[config.mk]
export PLATFORM = sky130hd
export DESIGN_NAME = instr_fetch_reader
export DESIGN_NICKNAME = d
export VERILOG_FILES = /design/src/rtl/instr_fetch_reader.sv
export SDC_FILE = /design/constraint.sdc
export NUM_CORES = 1
export LEC_CHECK = 0
export CORE_ASPECT_RATIO = 0.75
export CORE_UTILIZATION = 40
export DETAILED_ROUTE_END_ITERATION = 6
export PLACE_DENSITY = 0.76
export SLEW_MARGIN = 20
export SYNTH_ARGS = -nofsm -noshare
export SYNTH_HDL_FRONTEND = slang
export SYNTH_SLANG_ARGS = --single-unit
[constraint.sdc]
create_clock -name clk -period 5.2 [get_ports clk]
set_clock_uncertainty 0.1 [all_clocks]
set_input_delay 0.78 -clock clk [delete_from_list [all_inputs] [get_ports clk]]
set_output_delay 0.78 -clock clk [all_outputs]
set_load 0.1 [all_outputs]
[src/rtl/instr_fetch_reader.sv]
// Instruction fetch reader: reads 16-bit words at the PC, assembles 16/32-bit
// instructions into the IF/ID register and steers the PC register.
module instr_fetch_reader #(
    parameter int unsigned  ADDR_W   = 20,
    parameter logic [31:0]  RESET_PC = 32'h20
) (
    input  logic              clk,
    input  logic              reset,
    input  logic [31:0]       current_count,
    output logic [31:0]       next_count,
    output logic              pc_stall,
    output logic              mem_en,
    output logic [ADDR_W-1:0] mem_addr,
    input  logic [15:0]       mem_rdata,
    input  logic              id_stall,
    input  logic              redirect,
    input  logic [31:0]       redirect_target,
    output logic [31:0]       instr,
    output logic [31:0]       instr_pc,
    output logic              instr_valid
);

    localparam logic [1:0] FIRST = 2'd0;
    localparam logic [1:0] LO    = 2'd1;
    localparam logic [1:0] HI    = 2'd2;

    logic [1:0]  state_q, state_d;
    logic [15:0] hi_buf_q, hi_buf_d;
    logic [31:0] instr_q, instr_d;
    logic [31:0] instr_pc_q, instr_pc_d;
    logic        instr_valid_q, instr_valid_d;

    logic [31:0] pc_plus1;
    logic [31:0] pc_plus2;

    assign pc_plus1 = current_count + 32'd1;
    assign pc_plus2 = current_count + 32'd2;

    always_comb begin
        next_count    = current_count;
        pc_stall      = 1'b1;
        mem_en        = 1'b0;
        mem_addr      = current_count[ADDR_W-1:0];
        state_d       = state_q;
        hi_buf_d      = hi_buf_q;
        instr_d       = instr_q;
        instr_pc_d    = instr_pc_q;
        instr_valid_d = instr_valid_q;

        if (redirect) begin
            next_count    = redirect_target;
            pc_stall      = 1'b0;
            instr_valid_d = 1'b0;
            hi_buf_d      = '0;
            state_d       = FIRST;
        end else if (!id_stall) begin
            // The PC only moves once an instruction completes, so in HI the
            // current count still names the first word of the 32-bit pair.
            case (state_q)
                FIRST: begin
                    mem_en        = 1'b1;
                    instr_valid_d = 1'b0;
                    state_d       = LO;
                end
                LO: begin
                    mem_en   = 1'b1;
                    mem_addr = pc_plus1[ADDR_W-1:0];
                    if (!mem_rdata[15]) begin
                        instr_d       = {16'h0, mem_rdata};
                        instr_pc_d    = current_count;
                        instr_valid_d = 1'b1;
                        next_count    = pc_plus1;
                        pc_stall      = 1'b0;
                    end else begin
                        hi_buf_d      = mem_rdata;
                        instr_valid_d = 1'b0;
                        state_d       = HI;
                    end
                end
                HI: begin
                    mem_en        = 1'b1;
                    mem_addr      = pc_plus2[ADDR_W-1:0];
                    instr_d       = {hi_buf_q, mem_rdata};
                    instr_pc_d    = current_count;
                    instr_valid_d = 1'b1;
                    next_count    = pc_plus2;
                    pc_stall      = 1'b0;
                    state_d       = LO;
                end
                default: begin
                    instr_valid_d = 1'b0;
                    state_d       = FIRST;
                end
            endcase
        end
    end

    always_ff @(posedge clk or posedge reset) begin
        if (reset) begin
            state_q       <= FIRST;
            hi_buf_q      <= '0;
            instr_q       <= '0;
            instr_pc_q    <= '0;
            instr_valid_q <= 1'b0;
        end else begin
            state_q       <= state_d;
            hi_buf_q      <= hi_buf_d;
            instr_q       <= instr_d;
            instr_pc_q    <= instr_pc_d;
            instr_valid_q <= instr_valid_d;
        end
    end

    assign instr       = instr_q;
    assign instr_pc    = instr_pc_q;
    assign instr_valid = instr_valid_q;

endmodule

# [Yosys cells after proc, flatten, opt, wreduce, memory -nomap -nowiden]
# Index checks and enable logic that the tools add are counted.
[op_classes] add_sub_neg=2 n_eq_ne=5 n_reduce_logical=9 mux=30 bitwise_logic=2
[op_table] op="$pmux W32 S2" n=3
[op_table] op="$mux W32" n=5
[op_table] op="$mux W16" n=4
[op_table] op="$mux W20" n=2
[op_table] op="$pmux W20 S2" n=1
[op_table] op="$add A32 B1 Y32 const B" n=1
[op_table] op="$add A32 B2 Y32 const B" n=1
[op_table] op="$mux W1" n=9
[op_table] op="$mux W2" n=3
[op_table] op="$reduce_bool A2 Y1" n=3
[op_table] op="$pmux W1 S2" n=2
[op_table] op="$pmux W2 S2" n=1
[op_table] op="$reduce_and A4 Y1" n=1
[op_table] op="$ne A3 B3 Y1 const B" n=1
[op_table] op="$reduce_and A3 Y1" n=1
[op_table] op="$reduce_or A3 Y1" n=1
[op_table] op="$eq A2 B1 Y1 const B" n=1
[op_table] op="$eq A2 B2 Y1 const B" n=1
[op_table] op="$logic_not A2 Y1" n=1
[op_table] op="$ne A2 B1 Y1 const B" n=1
[op_table] op="$ne A2 B2 Y1 const B" n=1
[op_table] op="$not A1 Y1" n=2
[op_table] op="$reduce_and A2 Y1" n=1
[op_table] op="$reduce_or A2 Y1" n=1
[totals] input_bits=84 ff_bits=83 output_inout_bits=119 elab_cells=53

# [Depth between registers and ports, before layout]
# Gate-level depths: netlist of the first run.
[depth] word_depth=5 ltp_mapped=10

# [Worst setup path after synthesis of the first run]
# Ideal clock, no wire load.
[synth_timing] kind="in2out" startpoint="input current_count[2]" endpoint="output mem_addr[10]" setup_slack_ps=-830 stages=4 t_required_ps=4320 t_arrival_ps=5150 cell_sequence="clkbuf_1 > nand3_1 > or3_1 > o311ai_0"
[synth_via] elab_chain_cells=4
[synth_lines] item="start, declared" line_no="9" rtl="input logic [31:0] current_count,"
[synth_lines] item="$add A32 B2 Y32 / $add A32 B1 Y32 (equally long branches)" line_no="37, 36"
[synth_lines] item="$pmux W20 S2 (*)" line_no="59" rtl="case (state_q)"
[synth_lines] item="$mux W20 (*)" line_no="56" rtl="end else if (!id_stall) begin"
[synth_lines] item="$mux W20 (*)" line_no="50" rtl="if (redirect) begin"
[synth_lines] item="end, declared" line_no="13" rtl="output logic [ADDR_W-1:0] mem_addr,"
# Mark *: on every way between the ends. The rest lies on a longest branch, timed or not.

# [Final worst setup path of the first run]
[layout_timing] startpoint="input current_count[1]" endpoint="output next_count[26]"
[layout_via] elab_chain_cells=5
[layout_lines] item="$add A32 B1 Y32" line_no="36" rtl="assign pc_plus1 = current_count + 32'd1;"
[layout_lines] item="$mux W32" line_no="68" rtl="if (!mem_rdata[15]) begin"
[layout_lines] item="$pmux W32 S2 (*)" line_no="59"
[layout_lines] item="$mux W32 (*)" line_no="56"
[layout_lines] item="$mux W32 (*)" line_no="50"
[layout_lines] item="end, declared" line_no="10" rtl="output logic [31:0] next_count,"
# Marks and branches as above.

==> flow_results.xml, run 1 <==
<?xml version="1.0" encoding="UTF-8"?>
<metrics>
  <group name="outcome">
    <metric name="run_status" unit="">complete, no violations</metric>
  </group>
  <group name="layout">
    <metric name="diodes" unit="">0</metric>
    <metric name="num-nets-final" unit="">976</metric>
    <metric name="synthToLayoutAreaGrowth" unit="%">49.2</metric>
    <metric name="layout-drive-gt1-share" unit="">0.166</metric>
  </group>
  <group name="place">
    <metric name="post_detailed_placement_half_perimeter_wirelength" unit="µm">15300</metric>
    <metric name="buffer_ports.inserted" unit="">202</metric>
    <metric name="gp_congestion" unit="">0.974</metric>
    <metric name="preCtsSetupSlack" unit="ns">0.494</metric>
  </group>
  <group name="power">
    <metric name="power.share.switching" unit="">0.536</metric>
    <metric name="total_leakage_power" unit="nW">3.36</metric>
    <metric name="power_frac_clock" unit="">0.181</metric>
    <metric name="portion_of_total_power_attributed_to_combinational_logic" unit="">0.589</metric>
    <metric name="share_seq_of_total_power" unit="">0.230</metric>
    <metric name="power.ir.vdd_worst" unit="V">0.000346</metric>
    <metric name="netSwitchingPower" unit="mW">1.99</metric>
    <metric name="powerDensity" unit="nW/µm²">423</metric>
    <metric name="p_int" unit="mW">1.73</metric>
  </group>
  <group name="job">
    <metric name="cap_violations" unit="">0</metric>
  </group>
  <group name="critical_path">
    <metric name="cpPeakStageDelay" unit="ns">0.82</metric>
    <metric name="critical_path.cell_chain" unit="">clkdlybuf4s50_1, ha_1, nand3_1, nor4_1, nand3_1, xnor2_1, a221oi_1, o31ai_1, buf_12</metric>
    <metric name="worst_path_max_delay_cell" unit="">sky130_fd_sc_hd__nor4_1</metric>
    <metric name="critPathArrivalTime" unit="ns">4.04</metric>
    <metric name="critical_path_required" unit="ns">4.32</metric>
    <metric name="worstPathBufferInverterCount" unit="">2</metric>
    <metric name="critPathKind" unit="">primary input to output port</metric>
    <metric name="setup.worst_path.end_class" unit="">output port</metric>
    <metric name="cpLargestDelayFamily" unit="">simple AND/OR/NAND/NOR gates</metric>
    <metric name="setup.worst_path.start_class" unit="">primary input</metric>
    <metric name="critical_path.max_fanout" unit="">10</metric>
    <metric name="path_common_cell" unit="">sky130_fd_sc_hd__nand3_1</metric>
  </group>
  <group name="synthesis">
    <metric name="yosysWarnings" unit="">0</metric>
    <metric name="ys_types" unit="">70</metric>
    <metric name="synthesis.instances" unit="">717</metric>
    <metric name="postSynthRegisterBits" unit="">83</metric>
    <metric name="synth-edff-count" unit="">0</metric>
    <metric name="postSynth.topFlopCell" unit="">sky130_fd_sc_hd__dfrtp_1</metric>
    <metric name="avgSynthCellArea" unit="µm²">8.22</metric>
    <metric name="synthArstFlopShare" unit="">1.00</metric>
    <metric name="post_synth_instance_area" unit="µm²">5890</metric>
    <metric name="yosysSeqAreaShare" unit="">0.353</metric>
    <metric name="synth_nets" unit="">807</metric>
  </group>
  <group name="global_routing">
    <metric name="first_global_vias" unit="">6186</metric>
    <metric name="grt_max_degree" unit="">74</metric>
    <metric name="globalRouteTotalUtil" unit="">0.287</metric>
    <metric name="globalRouteOverflowTotal" unit="">0</metric>
    <metric name="wire_length_of_the_first_global_routing_pass" unit="µm">33700</metric>
    <metric name="initial_antenna_violation_count" unit="">0</metric>
  </group>
  <group name="clock_tree">
    <metric name="clock_input_transition_at_the_sequential_cells_of_the_worst_setup_and_hold_paths" unit="ns">0.07</metric>
    <metric name="clkSinkCount" unit="">83</metric>
    <metric name="clock_latency_at_the_later_pin_of_the_worst_skew_pair" unit="ns">0.34</metric>
    <metric name="post-cts-setup-buffer-count" unit="">0</metric>
    <metric name="tritoncts_clock_tree" unit="">built</metric>
    <metric name="cts-buffers-inserted" unit="">9</metric>
    <metric name="postCtsHoldBufs" unit="">0</metric>
    <metric name="post_cts.resized_instances" unit="">0</metric>
    <metric name="cts.path.max_buffers" unit="">2</metric>
    <metric name="ctsRootBufferMaster" unit="">sky130_fd_sc_hd__clkbuf_16</metric>
    <metric name="htree_levels" unit="">3</metric>
  </group>
  <group name="die">
    <metric name="dieWidth" unit="µm">142</metric>
    <metric name="die_outline_area" unit="µm²">15200</metric>
    <metric name="placeableCoreArea" unit="µm²">14400</metric>
    <metric name="floorplan.initialDensity" unit="">0.409</metric>
    <metric name="chipHeight" unit="µm">107</metric>
    <metric name="fp_rows" unit="">38</metric>
    <metric name="io_pins" unit="">203</metric>
  </group>
  <group name="sta">
    <metric name="timing.final.crit_period" unit="ns">4.92</metric>
    <metric name="setup_total_negative_slack" unit="ns">0</metric>
    <metric name="post-route-worst-setup-slack" unit="ns">0.280</metric>
    <metric name="tightest_slew" unit="ns">1.09</metric>
    <metric name="relSlewSlack" unit="">0.271</metric>
    <metric name="finalSetupViolations" unit="">0</metric>
    <metric name="rsz0062_at_grt" unit="">false</metric>
    <metric name="fmax" unit="MHz">203</metric>
    <metric name="final-max-slew-violation-count" unit="">0</metric>
    <metric name="layout_worst_path_cycle_share" unit="">0.946</metric>
    <metric name="hold_violations" unit="">0</metric>
  </group>
  <group name="routing">
    <metric name="m1WireLength" unit="µm">9180</metric>
    <metric name="met2_length" unit="µm">9190</metric>
    <metric name="wl" unit="µm">21600</metric>
    <metric name="detail-route-antenna-nets" unit="">0</metric>
    <metric name="total_number_of_vias" unit="">6558</metric>
    <metric name="drt_first_pass_iters" unit="">6</metric>
    <metric name="routed_via_density" unit="">6.02</metric>
    <metric name="drt_iter0_drc" unit="">849</metric>
    <metric name="met3RoutedLength" unit="µm">2530</metric>
    <metric name="topRoutingLayerUsed" unit="">met4</metric>
    <metric name="wl_per_cell" unit="µm">19.8</metric>
    <metric name="route.detailed.drc" unit="">0</metric>
  </group>
  <group name="min_path">
    <metric name="worstHoldPathType" unit="">register to register</metric>
  </group>
</metrics>
-- worst reg2reg max path: cells and delay by family (launching register included) --
kind          cells  cell delay (ns)
fa+ha+maj         1             0.65
flops             1             0.42
mux               1             0.47
simple gates      2             0.38
buf+inv           3             1.15
-- area by class of cell --
class | count | area [µm²]
Clock buffer | 9 | 225
Clock inverter | 6 | 73.8
Fill cell | 1251 | 5620
Inverter | 15 | 57.6
Multi-Input combinational cell | 555 | 3480
Sequential cell | 83 | 2080
Tap cell | 200 | 250
Timing Repair Buffer | 222 | 2620
-- kinds of logic (layout without fill, tap and decap cells) --
family                     Yosys count  count (layout)  share of synthesized area
buffers and inverters               79             252                     0.0584
and+or+nand+nor                    273             273                      0.230
xor gates and xnor gates            12              12                     0.0178
AOI/OAI and AO/OA                  217             217                      0.239
DFF                                 83              83                      0.353
muxes                               47              47                     0.0894
adders and majority gates            6               6                     0.0127
-- cell usage after synthesis, types with 3 or more instances --
cell type / n / area (µm²)
sky130_fd_sc_hd__nor2_1: 36 / 135
sky130_fd_sc_hd__mux2_2: 45 / 507
sky130_fd_sc_hd__o221ai_1: 4 / 35.0
sky130_fd_sc_hd__nor4_1: 14 / 87.6
sky130_fd_sc_hd__a221o_1: 3 / 30.0
sky130_fd_sc_hd__xor2_1: 4 / 35.0
sky130_fd_sc_hd__nor2b_1: 5 / 31.3
sky130_fd_sc_hd__a22o_1: 17 / 149
sky130_fd_sc_hd__nand2b_1: 6 / 37.5
sky130_fd_sc_hd__and2_1: 3 / 18.8
sky130_fd_sc_hd__nand4_1: 14 / 87.6
sky130_fd_sc_hd__inv_1: 13 / 48.8
sky130_fd_sc_hd__o21ai_0: 63 / 315
sky130_fd_sc_hd__dfrtp_1: 83 / 2080
sky130_fd_sc_hd__ha_1: 6 / 75.1
sky130_fd_sc_hd__a221oi_1: 5 / 43.8
sky130_fd_sc_hd__clkbuf_1: 39 / 146
sky130_fd_sc_hd__a2111oi_0: 3 / 26.3
sky130_fd_sc_hd__or4_1: 5 / 37.5
sky130_fd_sc_hd__a31oi_1: 10 / 62.6
sky130_fd_sc_hd__nor3_1: 18 / 90.1
sky130_fd_sc_hd__a22oi_1: 8 / 60.1
sky130_fd_sc_hd__o211ai_1: 8 / 60.1
sky130_fd_sc_hd__nand3_1: 30 / 150
sky130_fd_sc_hd__a211oi_1: 4 / 30.0
sky130_fd_sc_hd__and4_1: 3 / 26.3
sky130_fd_sc_hd__o31ai_1: 6 / 45.0
sky130_fd_sc_hd__a21o_1: 4 / 30.0
sky130_fd_sc_hd__xnor2_1: 8 / 70.1
sky130_fd_sc_hd__a21oi_1: 51 / 255
sky130_fd_sc_hd__a32oi_1: 3 / 26.3
sky130_fd_sc_hd__or3_1: 8 / 50.1
sky130_fd_sc_hd__nand2_1: 114 / 428
sky130_fd_sc_hd__buf_2: 20 / 100
-- cell usage in the layout, fill, tap and decap left out, drive strengths merged, types with 5 or more instances in the layout --
cell and n:
clkdlybuf4s50 148, nand2 114, dfrtp 83, buf 74, o21ai 65, a21oi 51, mux2 45, nor2 36
nand3 30, nor3 19, a22o 17, nand4 17, nor4 16, inv 14, a31oi 10, clkbuf 9
or3 8, o211ai 8, xnor2 8, a22oi 8, nand2b 6, o31ai 6, or4 6, ha 6
nor2b 5, a221oi 5
-- metrics by stage --
stage | std cells | util | total power [mW] | hold slack [ns] | area (µm²)
floorplan | 717 | - | 2.44 | 0.373 | 5890
global placement | 1075 | 0.589 | 3.04 | 0.362 | 8490
detailed placement | 1075 | 0.589 | 3.05 | 0.370 | 8490
CTS | 1090 | 0.610 | 3.73 | 0.383 | 8790
global route | 1090 | 0.610 | 3.83 | 0.404 | 8790
finish | 1090 | 0.610 | 3.72 | 0.381 | 8790
-- sequential cells by signal, indices dropped and copies added (netlist names) --
register and cells:
hi_buf_q 16, instr 32, instr_pc 32, instr_valid 1
state_q 2
-- routing by layer --
layer,GRT usage,vias up
li1,-,3000
met1,0.393,3044
met2,0.427,442
met3,0.0911,72
met4,0.0899,0
met5,0,-
-- worst paths after layout --
path | startpoint | end | slack (ns) | depth (start not counted)
max | current_count[1] | next_count[26] | 0.28 | 9
min | instr[26]$_DFFE_PP0P_ | instr[26]$_DFFE_PP0P_ | 0.38 | 2
max reg2reg | state_q[1]$_DFFE_PP0P_ | instr_pc[16]$_DFFE_PP0P_ | 1.94 | 7
min reg2reg | instr[26]$_DFFE_PP0P_ | instr[26]$_DFFE_PP0P_ | 0.38 | 2
max in group asynchronous | reset | instr[20]$_DFFE_PP0P_ | 3.17 | 3
min in group asynchronous | reset | instr_pc[26]$_DFFE_PP0P_ | 0.85 | 2
-- power by group through the flow --
stage                     clock network, mW  registers, mW  logic [mW]
after detailed placement                  0          0.867        2.19
after global routing                  0.707          0.872        2.25
after floorplan                           0           1.87       0.568
after global placement                    0          0.858        2.18
after CTS                             0.684          0.856        2.19
final                                 0.673          0.855        2.19
No activity file was read; power rests on OpenSTA's default activity.
==> inputs of run 2 (changes only) <==
- CORE_ASPECT_RATIO: 0.75 -> default
==> flow_results.xml, run 2 (synthesized netlist as in run 1, its figures left out) <==
<?xml version="1.0" encoding="UTF-8"?>
<metrics>
  <group name="outcome">
    <metric name="run_status" unit="">complete, no violations</metric>
  </group>
  <group name="power">
    <metric name="powerDensity" unit="nW/µm²">429</metric>
    <metric name="totalPowerFinal" unit="mW">3.76</metric>
    <metric name="total_leakage_power" unit="nW">3.38</metric>
    <metric name="power.ir.vdd_worst" unit="V">0.000382</metric>
  </group>
  <group name="global_routing">
    <metric name="first_global_vias" unit="">6012</metric>
    <metric name="grt_max_degree" unit="">82</metric>
    <metric name="grt.met3_usage" unit="">0.0747</metric>
    <metric name="grtUsageMet2" unit="">0.435</metric>
    <metric name="globalRouteOverflowTotal" unit="">0</metric>
    <metric name="globalRouteTotalUtil" unit="">0.288</metric>
    <metric name="gr-usage-met1" unit="">0.394</metric>
    <metric name="globalRoute.busiestLayer" unit="">met2</metric>
    <metric name="wire_length_of_the_first_global_routing_pass" unit="µm">33100</metric>
    <metric name="initial_antenna_violation_count" unit="">0</metric>
  </group>
  <group name="critical_path">
    <metric name="critPathArrivalTime" unit="ns">3.86</metric>
    <metric name="worstPathBufferInverterCount" unit="">2</metric>
    <metric name="setup.worst_path.end_class" unit="">output port</metric>
    <metric name="critical_path.cell_chain" unit="">clkdlybuf4s50_1, ha_1, nand4_4, nor2_1, nand3_1, a2111oi_0, a2111oi_0, nor3_1, buf_12</metric>
    <metric name="cpLargestDelayFamily" unit="">simple AND/OR/NAND/NOR gates</metric>
    <metric name="setup.worst_path.start_class" unit="">primary input</metric>
    <metric name="worst_path_max_delay_cell" unit="">sky130_fd_sc_hd__clkdlybuf4s50_1</metric>
    <metric name="critical_path_required" unit="ns">4.32</metric>
    <metric name="critical_path.max_fanout" unit="">10</metric>
    <metric name="path_common_cell" unit="">sky130_fd_sc_hd__a2111oi_0</metric>
    <metric name="critPathKind" unit="">primary input to output port</metric>
    <metric name="cpPeakStageDelay" unit="ns">0.71</metric>
  </group>
  <group name="layout">
    <metric name="layout-drive-gt1-share" unit="">0.166</metric>
    <metric name="synthToLayoutAreaGrowth" unit="%">48.8</metric>
    <metric name="diodes" unit="">0</metric>
    <metric name="mostFrequentLayoutCells" unit="">sky130_fd_sc_hd__clkdlybuf4s50_1 (148), sky130_fd_sc_hd__nand2_1 (114), sky130_fd_sc_hd__dfrtp_1 (83)</metric>
    <metric name="num-nets-final" unit="">976</metric>
    <metric name="num-fill-cells" unit="">1217</metric>
    <metric name="layout.cells.most_common" unit="">sky130_fd_sc_hd__clkdlybuf4s50_1</metric>
  </group>
  <group name="sta">
    <metric name="tightest_slew" unit="ns">1.05</metric>
    <metric name="relSlewSlack" unit="">0.298</metric>
    <metric name="fmax" unit="MHz">211</metric>
    <metric name="timing.final.crit_period" unit="ns">4.74</metric>
    <metric name="layout_worst_path_cycle_share" unit="">0.912</metric>
    <metric name="setup_total_negative_slack" unit="ns">0</metric>
    <metric name="finalSetupViolations" unit="">0</metric>
    <metric name="final-max-slew-violation-count" unit="">0</metric>
    <metric name="hold_violations" unit="">0</metric>
    <metric name="post-route-worst-setup-slack" unit="ns">0.455</metric>
    <metric name="rsz0062_at_grt" unit="">false</metric>
  </group>
  <group name="routing">
    <metric name="drt_iter0_drc" unit="">793</metric>
    <metric name="wl_per_cell" unit="µm">20.0</metric>
    <metric name="total_number_of_vias" unit="">6532</metric>
    <metric name="drt_first_pass_iters" unit="">5</metric>
    <metric name="routed_via_density" unit="">6.10</metric>
    <metric name="detail-route-antenna-nets" unit="">0</metric>
    <metric name="route.detailed.drc" unit="">0</metric>
    <metric name="wl" unit="µm">21500</metric>
  </group>
  <group name="clock_tree">
    <metric name="tritoncts_clock_tree" unit="">built</metric>
    <metric name="clock_input_transition_at_the_sequential_cells_of_the_worst_setup_and_hold_paths" unit="ns">0.06</metric>
    <metric name="clkSinkCount" unit="">83</metric>
    <metric name="post-cts-setup-buffer-count" unit="">0</metric>
    <metric name="cts.path.max_buffers" unit="">2</metric>
    <metric name="post_cts.resized_instances" unit="">0</metric>
    <metric name="ctsRootBufferMaster" unit="">sky130_fd_sc_hd__clkbuf_16</metric>
    <metric name="postCtsHoldBufs" unit="">0</metric>
    <metric name="htree_levels" unit="">3</metric>
    <metric name="clock_latency_at_the_later_pin_of_the_worst_skew_pair" unit="ns">0.34</metric>
    <metric name="cts-buffers-inserted" unit="">9</metric>
  </group>
  <group name="die">
    <metric name="placeableCoreArea" unit="µm²">14100</metric>
    <metric name="io_pins" unit="">203</metric>
    <metric name="die_outline_area" unit="µm²">15200</metric>
    <metric name="dieWidth" unit="µm">123</metric>
    <metric name="fp_rows" unit="">43</metric>
    <metric name="chipHeight" unit="µm">123</metric>
    <metric name="floorplan.initialDensity" unit="">0.418</metric>
  </group>
  <group name="place">
    <metric name="buffer_ports.inserted" unit="">202</metric>
    <metric name="gp_congestion" unit="">0.943</metric>
    <metric name="post_detailed_placement_half_perimeter_wirelength" unit="µm">15700</metric>
    <metric name="preCtsSetupSlack" unit="ns">0.570</metric>
  </group>
  <group name="min_path">
    <metric name="worstHoldPathType" unit="">register to register</metric>
  </group>
  <group name="job">
    <metric name="cap_violations" unit="">0</metric>
  </group>
</metrics>
==> run 2: cell types whose count changed in the layout (fill, tap and decap cells not counted) <==
cell / delta
sky130_fd_sc_hd__buf_4: +2
sky130_fd_sc_hd__clkbuf_8: +1
sky130_fd_sc_hd__buf_12: -2
sky130_fd_sc_hd__bufinv_16: +1
sky130_fd_sc_hd__clkinvlp_4: -1
sky130_fd_sc_hd__a31oi_1: +1
sky130_fd_sc_hd__a31oi_2: -1
sky130_fd_sc_hd__inv_8: -1
sky130_fd_sc_hd__inv_6: +1
==> run 2: worst register-to-register path, cell delays in order, from the launching register on <==
cell and delay, ns:
sky130_fd_sc_hd__dfrtp_1 0.41, sky130_fd_sc_hd__inv_1 0.10, sky130_fd_sc_hd__ha_2 0.61, sky130_fd_sc_hd__clkinv_1 0.55
sky130_fd_sc_hd__nand2_1 0.37, sky130_fd_sc_hd__nand4_1 0.17, sky130_fd_sc_hd__buf_4 0.41, sky130_fd_sc_hd__mux2_2 0.48
==> run 2: final cells by class <==
| class | instances | area, µm² | share of cell area |
|---|---|---|---|
| flip-flops and latches | 83 | 2080 | 0.237 |
| clock inverters | 6 | 93.8 | 0.0107 |
| inverters | 15 | 57.6 | 0.00656 |
| repair buffers | 222 | 2600 | 0.296 |
| multi-input cells | 555 | 3480 | 0.397 |
| well taps | 180 | 225 | 0.0257 |
| clock buffers | 10 | 239 | 0.0273 |
==> run 2: final timing paths <==
check / cells after the start / start / slack (ns) / to
max: 9 / current_count[1] / 0.46 / next_count[13]
min: 2 / instr[25]$_DFFE_PP0P_ / 0.38 / instr[25]$_DFFE_PP0P_
max reg2reg: 7 / state_q[0]$_DFFE_PP0P_ / 1.87 / instr_pc[10]$_DFFE_PP0P_
min reg2reg: 2 / instr[25]$_DFFE_PP0P_ / 0.38 / instr[25]$_DFFE_PP0P_
max in group asynchronous: 3 / reset / 3.20 / instr_pc[0]$_DFFE_PP0P_
min in group asynchronous: 2 / reset / 0.80 / instr_pc[22]$_DFFE_PP0P_
==> run 2: metrics by stage <==
step           cell area, µm²  utilization  hold WS (ns)  cells
6_report                 8770        0.622         0.377   1071
4_1_cts                  8770        0.622         0.383   1071
5_1_grt                  8770        0.622         0.394   1071
3_3_place_gp             8430        0.598         0.361   1055
2_1_floorplan            5890            -         0.373    717
3_5_place_dp             8430        0.598         0.369   1055
==> run 2: metal layers <==
metal / vias to the layer above / wire [µm]
li1: 3005 / -
met1: 3088 / 8900
met2: 396 / 9800
met3: 43 / 2250
met4: 0 / 506
met5: - / 0
==> run 2: where the power goes <==
group,leakage [nW],switching (mW),internal [mW]
Clock,0.160,0.274,0.438
Combinational,2.15,1.63,0.559
Sequential,1.07,0.0697,0.786
Total,3.38,1.97,1.78
==> inputs of run 3 (changes only) <==
- CAP_MARGIN: default -> 25
==> flow_results.xml, run 3 (synthesized netlist as in run 1, its figures left out) <==
<?xml version="1.0" encoding="UTF-8"?>
<metrics>
  <group name="min_path">
    <metric name="worstHoldPathType" unit="">register to register</metric>
  </group>
  <group name="layout">
    <metric name="layout.cells.non_filler" unit="">1072</metric>
    <metric name="num-nets-final" unit="">977</metric>
    <metric name="layout-drive-gt1-share" unit="">0.167</metric>
    <metric name="final_cell_area" unit="µm²">8770</metric>
    <metric name="finish.utilization" unit="">0.622</metric>
    <metric name="layout.cells.most_common" unit="">sky130_fd_sc_hd__clkdlybuf4s50_1</metric>
    <metric name="mostFrequentLayoutCells" unit="">sky130_fd_sc_hd__clkdlybuf4s50_1 (148), sky130_fd_sc_hd__nand2_1 (114), sky130_fd_sc_hd__dfrtp_1 (83)</metric>
    <metric name="synthToLayoutAreaGrowth" unit="%">49.0</metric>
    <metric name="diodes" unit="">0</metric>
  </group>
  <group name="critical_path">
    <metric name="critical_path.max_fanout" unit="">10</metric>
    <metric name="critical_path_required" unit="ns">4.32</metric>
    <metric name="setup.worst_path.start_class" unit="">primary input</metric>
    <metric name="critPathKind" unit="">primary input to output port</metric>
    <metric name="setup.worst_path.end_class" unit="">output port</metric>
    <metric name="critPathArrivalTime" unit="ns">3.87</metric>
  </group>
  <group name="global_routing">
    <metric name="globalRouteOverflowTotal" unit="">0</metric>
    <metric name="first_global_vias" unit="">6012</metric>
    <metric name="wire_length_of_the_first_global_routing_pass" unit="µm">33100</metric>
    <metric name="initial_antenna_violation_count" unit="">0</metric>
    <metric name="globalRouteTotalUtil" unit="">0.288</metric>
    <metric name="grt_max_degree" unit="">82</metric>
  </group>
  <group name="job">
    <metric name="cap_violations" unit="">0</metric>
  </group>
  <group name="sta">
    <metric name="setup_total_negative_slack" unit="ns">0</metric>
    <metric name="hold_violations" unit="">0</metric>
    <metric name="finalSetupViolations" unit="">0</metric>
    <metric name="tightest_slew" unit="ns">1.03</metric>
    <metric name="fmax" unit="MHz">211</metric>
    <metric name="relSlewSlack" unit="">0.313</metric>
    <metric name="post-route-worst-setup-slack" unit="ns">0.450</metric>
    <metric name="final-max-slew-violation-count" unit="">0</metric>
    <metric name="layout_worst_path_cycle_share" unit="">0.913</metric>
    <metric name="timing.final.crit_period" unit="ns">4.75</metric>
    <metric name="rsz0062_at_grt" unit="">false</metric>
  </group>
  <group name="power">
    <metric name="share_seq_of_total_power" unit="">0.228</metric>
    <metric name="powerDensity" unit="nW/µm²">429</metric>
    <metric name="p_int" unit="mW">1.78</metric>
    <metric name="portion_of_total_power_attributed_to_combinational_logic" unit="">0.582</metric>
    <metric name="power_frac_clock" unit="">0.190</metric>
    <metric name="power.share.switching" unit="">0.526</metric>
    <metric name="netSwitchingPower" unit="mW">1.98</metric>
    <metric name="power.ir.vdd_worst" unit="V">0.000382</metric>
    <metric name="total_leakage_power" unit="nW">3.38</metric>
  </group>
  <group name="routing">
    <metric name="detail-route-antenna-nets" unit="">0</metric>
    <metric name="wl" unit="µm">21500</metric>
    <metric name="drt_iter0_drc" unit="">803</metric>
    <metric name="drt_first_pass_iters" unit="">5</metric>
    <metric name="routed_via_density" unit="">6.10</metric>
    <metric name="total_number_of_vias" unit="">6540</metric>
    <metric name="wl_per_cell" unit="µm">20.0</metric>
    <metric name="route.detailed.drc" unit="">0</metric>
  </group>
  <group name="die">
    <metric name="die_outline_area" unit="µm²">15200</metric>
    <metric name="io_pins" unit="">203</metric>
    <metric name="floorplan.initialDensity" unit="">0.418</metric>
    <metric name="placeableCoreArea" unit="µm²">14100</metric>
    <metric name="chipHeight" unit="µm">123</metric>
    <metric name="fp_rows" unit="">43</metric>
    <metric name="dieWidth" unit="µm">123</metric>
  </group>
  <group name="clock_tree">
    <metric name="clkSinkCount" unit="">83</metric>
    <metric name="clock_latency_at_the_later_pin_of_the_worst_skew_pair" unit="ns">0.34</metric>
    <metric name="post-cts-setup-buffer-count" unit="">0</metric>
    <metric name="htree_levels" unit="">3</metric>
    <metric name="post_cts.resized_instances" unit="">0</metric>
    <metric name="cts-buffers-inserted" unit="">9</metric>
    <metric name="ctsRootBufferMaster" unit="">sky130_fd_sc_hd__clkbuf_16</metric>
    <metric name="clock_input_transition_at_the_sequential_cells_of_the_worst_setup_and_hold_paths" unit="ns">0.06</metric>
    <metric name="tritoncts_clock_tree" unit="">built</metric>
    <metric name="postCtsHoldBufs" unit="">0</metric>
    <metric name="cts.path.max_buffers" unit="">2</metric>
  </group>
  <group name="place">
    <metric name="preCtsSetupSlack" unit="ns">0.570</metric>
    <metric name="post_detailed_placement_half_perimeter_wirelength" unit="µm">15700</metric>
    <metric name="gp_congestion" unit="">0.943</metric>
    <metric name="dp.cells" unit="">1055</metric>
    <metric name="buffer_ports.inserted" unit="">202</metric>
    <metric name="placed_cell_area" unit="µm²">8430</metric>
  </group>
  <group name="outcome">
    <metric name="run_status" unit="">complete, no violations</metric>
  </group>
</metrics>
## run 3: changes by cell type in the layout (fill, tap and decap cells not counted)
cell | before | now
sky130_fd_sc_hd__buf_4 | 28 | 29
## run 3: final timing paths
| kind | start | end | slack [ns] | cells past startpoint |
|---|---|---|---|---|
| hold / removal | instr[25]$_DFFE_PP0P_ | instr[25]$_DFFE_PP0P_ | 0.38 | 2 |
| setup / recovery | current_count[1] | next_count[13] | 0.45 | 9 |
| max in group asynchronous | reset | instr[18]$_DFFE_PP0P_ | 3.21 | 3 |
| hold reg to reg | instr[25]$_DFFE_PP0P_ | instr[25]$_DFFE_PP0P_ | 0.38 | 2 |
| setup reg to reg | state_q[0]$_DFFE_PP0P_ | instr_pc[10]$_DFFE_PP0P_ | 1.90 | 7 |
| min in group asynchronous | reset | instr_pc[22]$_DFFE_PP0P_ | 0.80 | 2 |
## run 3: cell type report
class                      instances  area (µm²)
fill                            1218        5320
multi-input combinational        555        3480
timing repair buffer             223        2610
sequential                        83        2080
clock buffer                      10         239
tap                              180         225
clock inverter                     6        93.8
inverter                          15        57.6
## run 3: power by group through the flow
| stage | registers (mW) | logic (mW) | clock network, mW |
|---|---|---|---|
| after global routing | 0.874 | 2.25 | 0.753 |
| after CTS | 0.857 | 2.19 | 0.728 |
| after detailed placement | 0.866 | 2.18 | 0 |
| after floorplan | 1.87 | 0.568 | 0 |
| final | 0.856 | 2.19 | 0.714 |
| after global placement | 0.860 | 2.18 | 0 |
## run 3: worst max-delay path, cell delays in order
cell	delay, ns
sky130_fd_sc_hd__clkdlybuf4s50_1	0.70
sky130_fd_sc_hd__ha_1	0.36
sky130_fd_sc_hd__nand4_4	0.20
sky130_fd_sc_hd__nor2_1	0.29
sky130_fd_sc_hd__nand3_1	0.14
sky130_fd_sc_hd__a2111oi_0	0.66
sky130_fd_sc_hd__a2111oi_0	0.16
sky130_fd_sc_hd__nor3_1	0.34
sky130_fd_sc_hd__buf_12	0.22
## run 3: routing by layer
layer,share of wire,vias up,GRT usage
met2,0.45,403,0.435
li1,-,3010,-
met5,0,-,0
met3,0.11,51,0.0747
met4,0.026,0,0.106
met1,0.41,3076,0.394
## run 3: per-stage QoR
stage	hold slack, ns	power [mW]
5_1_grt	0.394	3.88
4_1_cts	0.383	3.78
6_report	0.378	3.76
3_3_place_gp	0.361	3.04
3_5_place_dp	0.369	3.05
2_1_floorplan	0.373	2.44
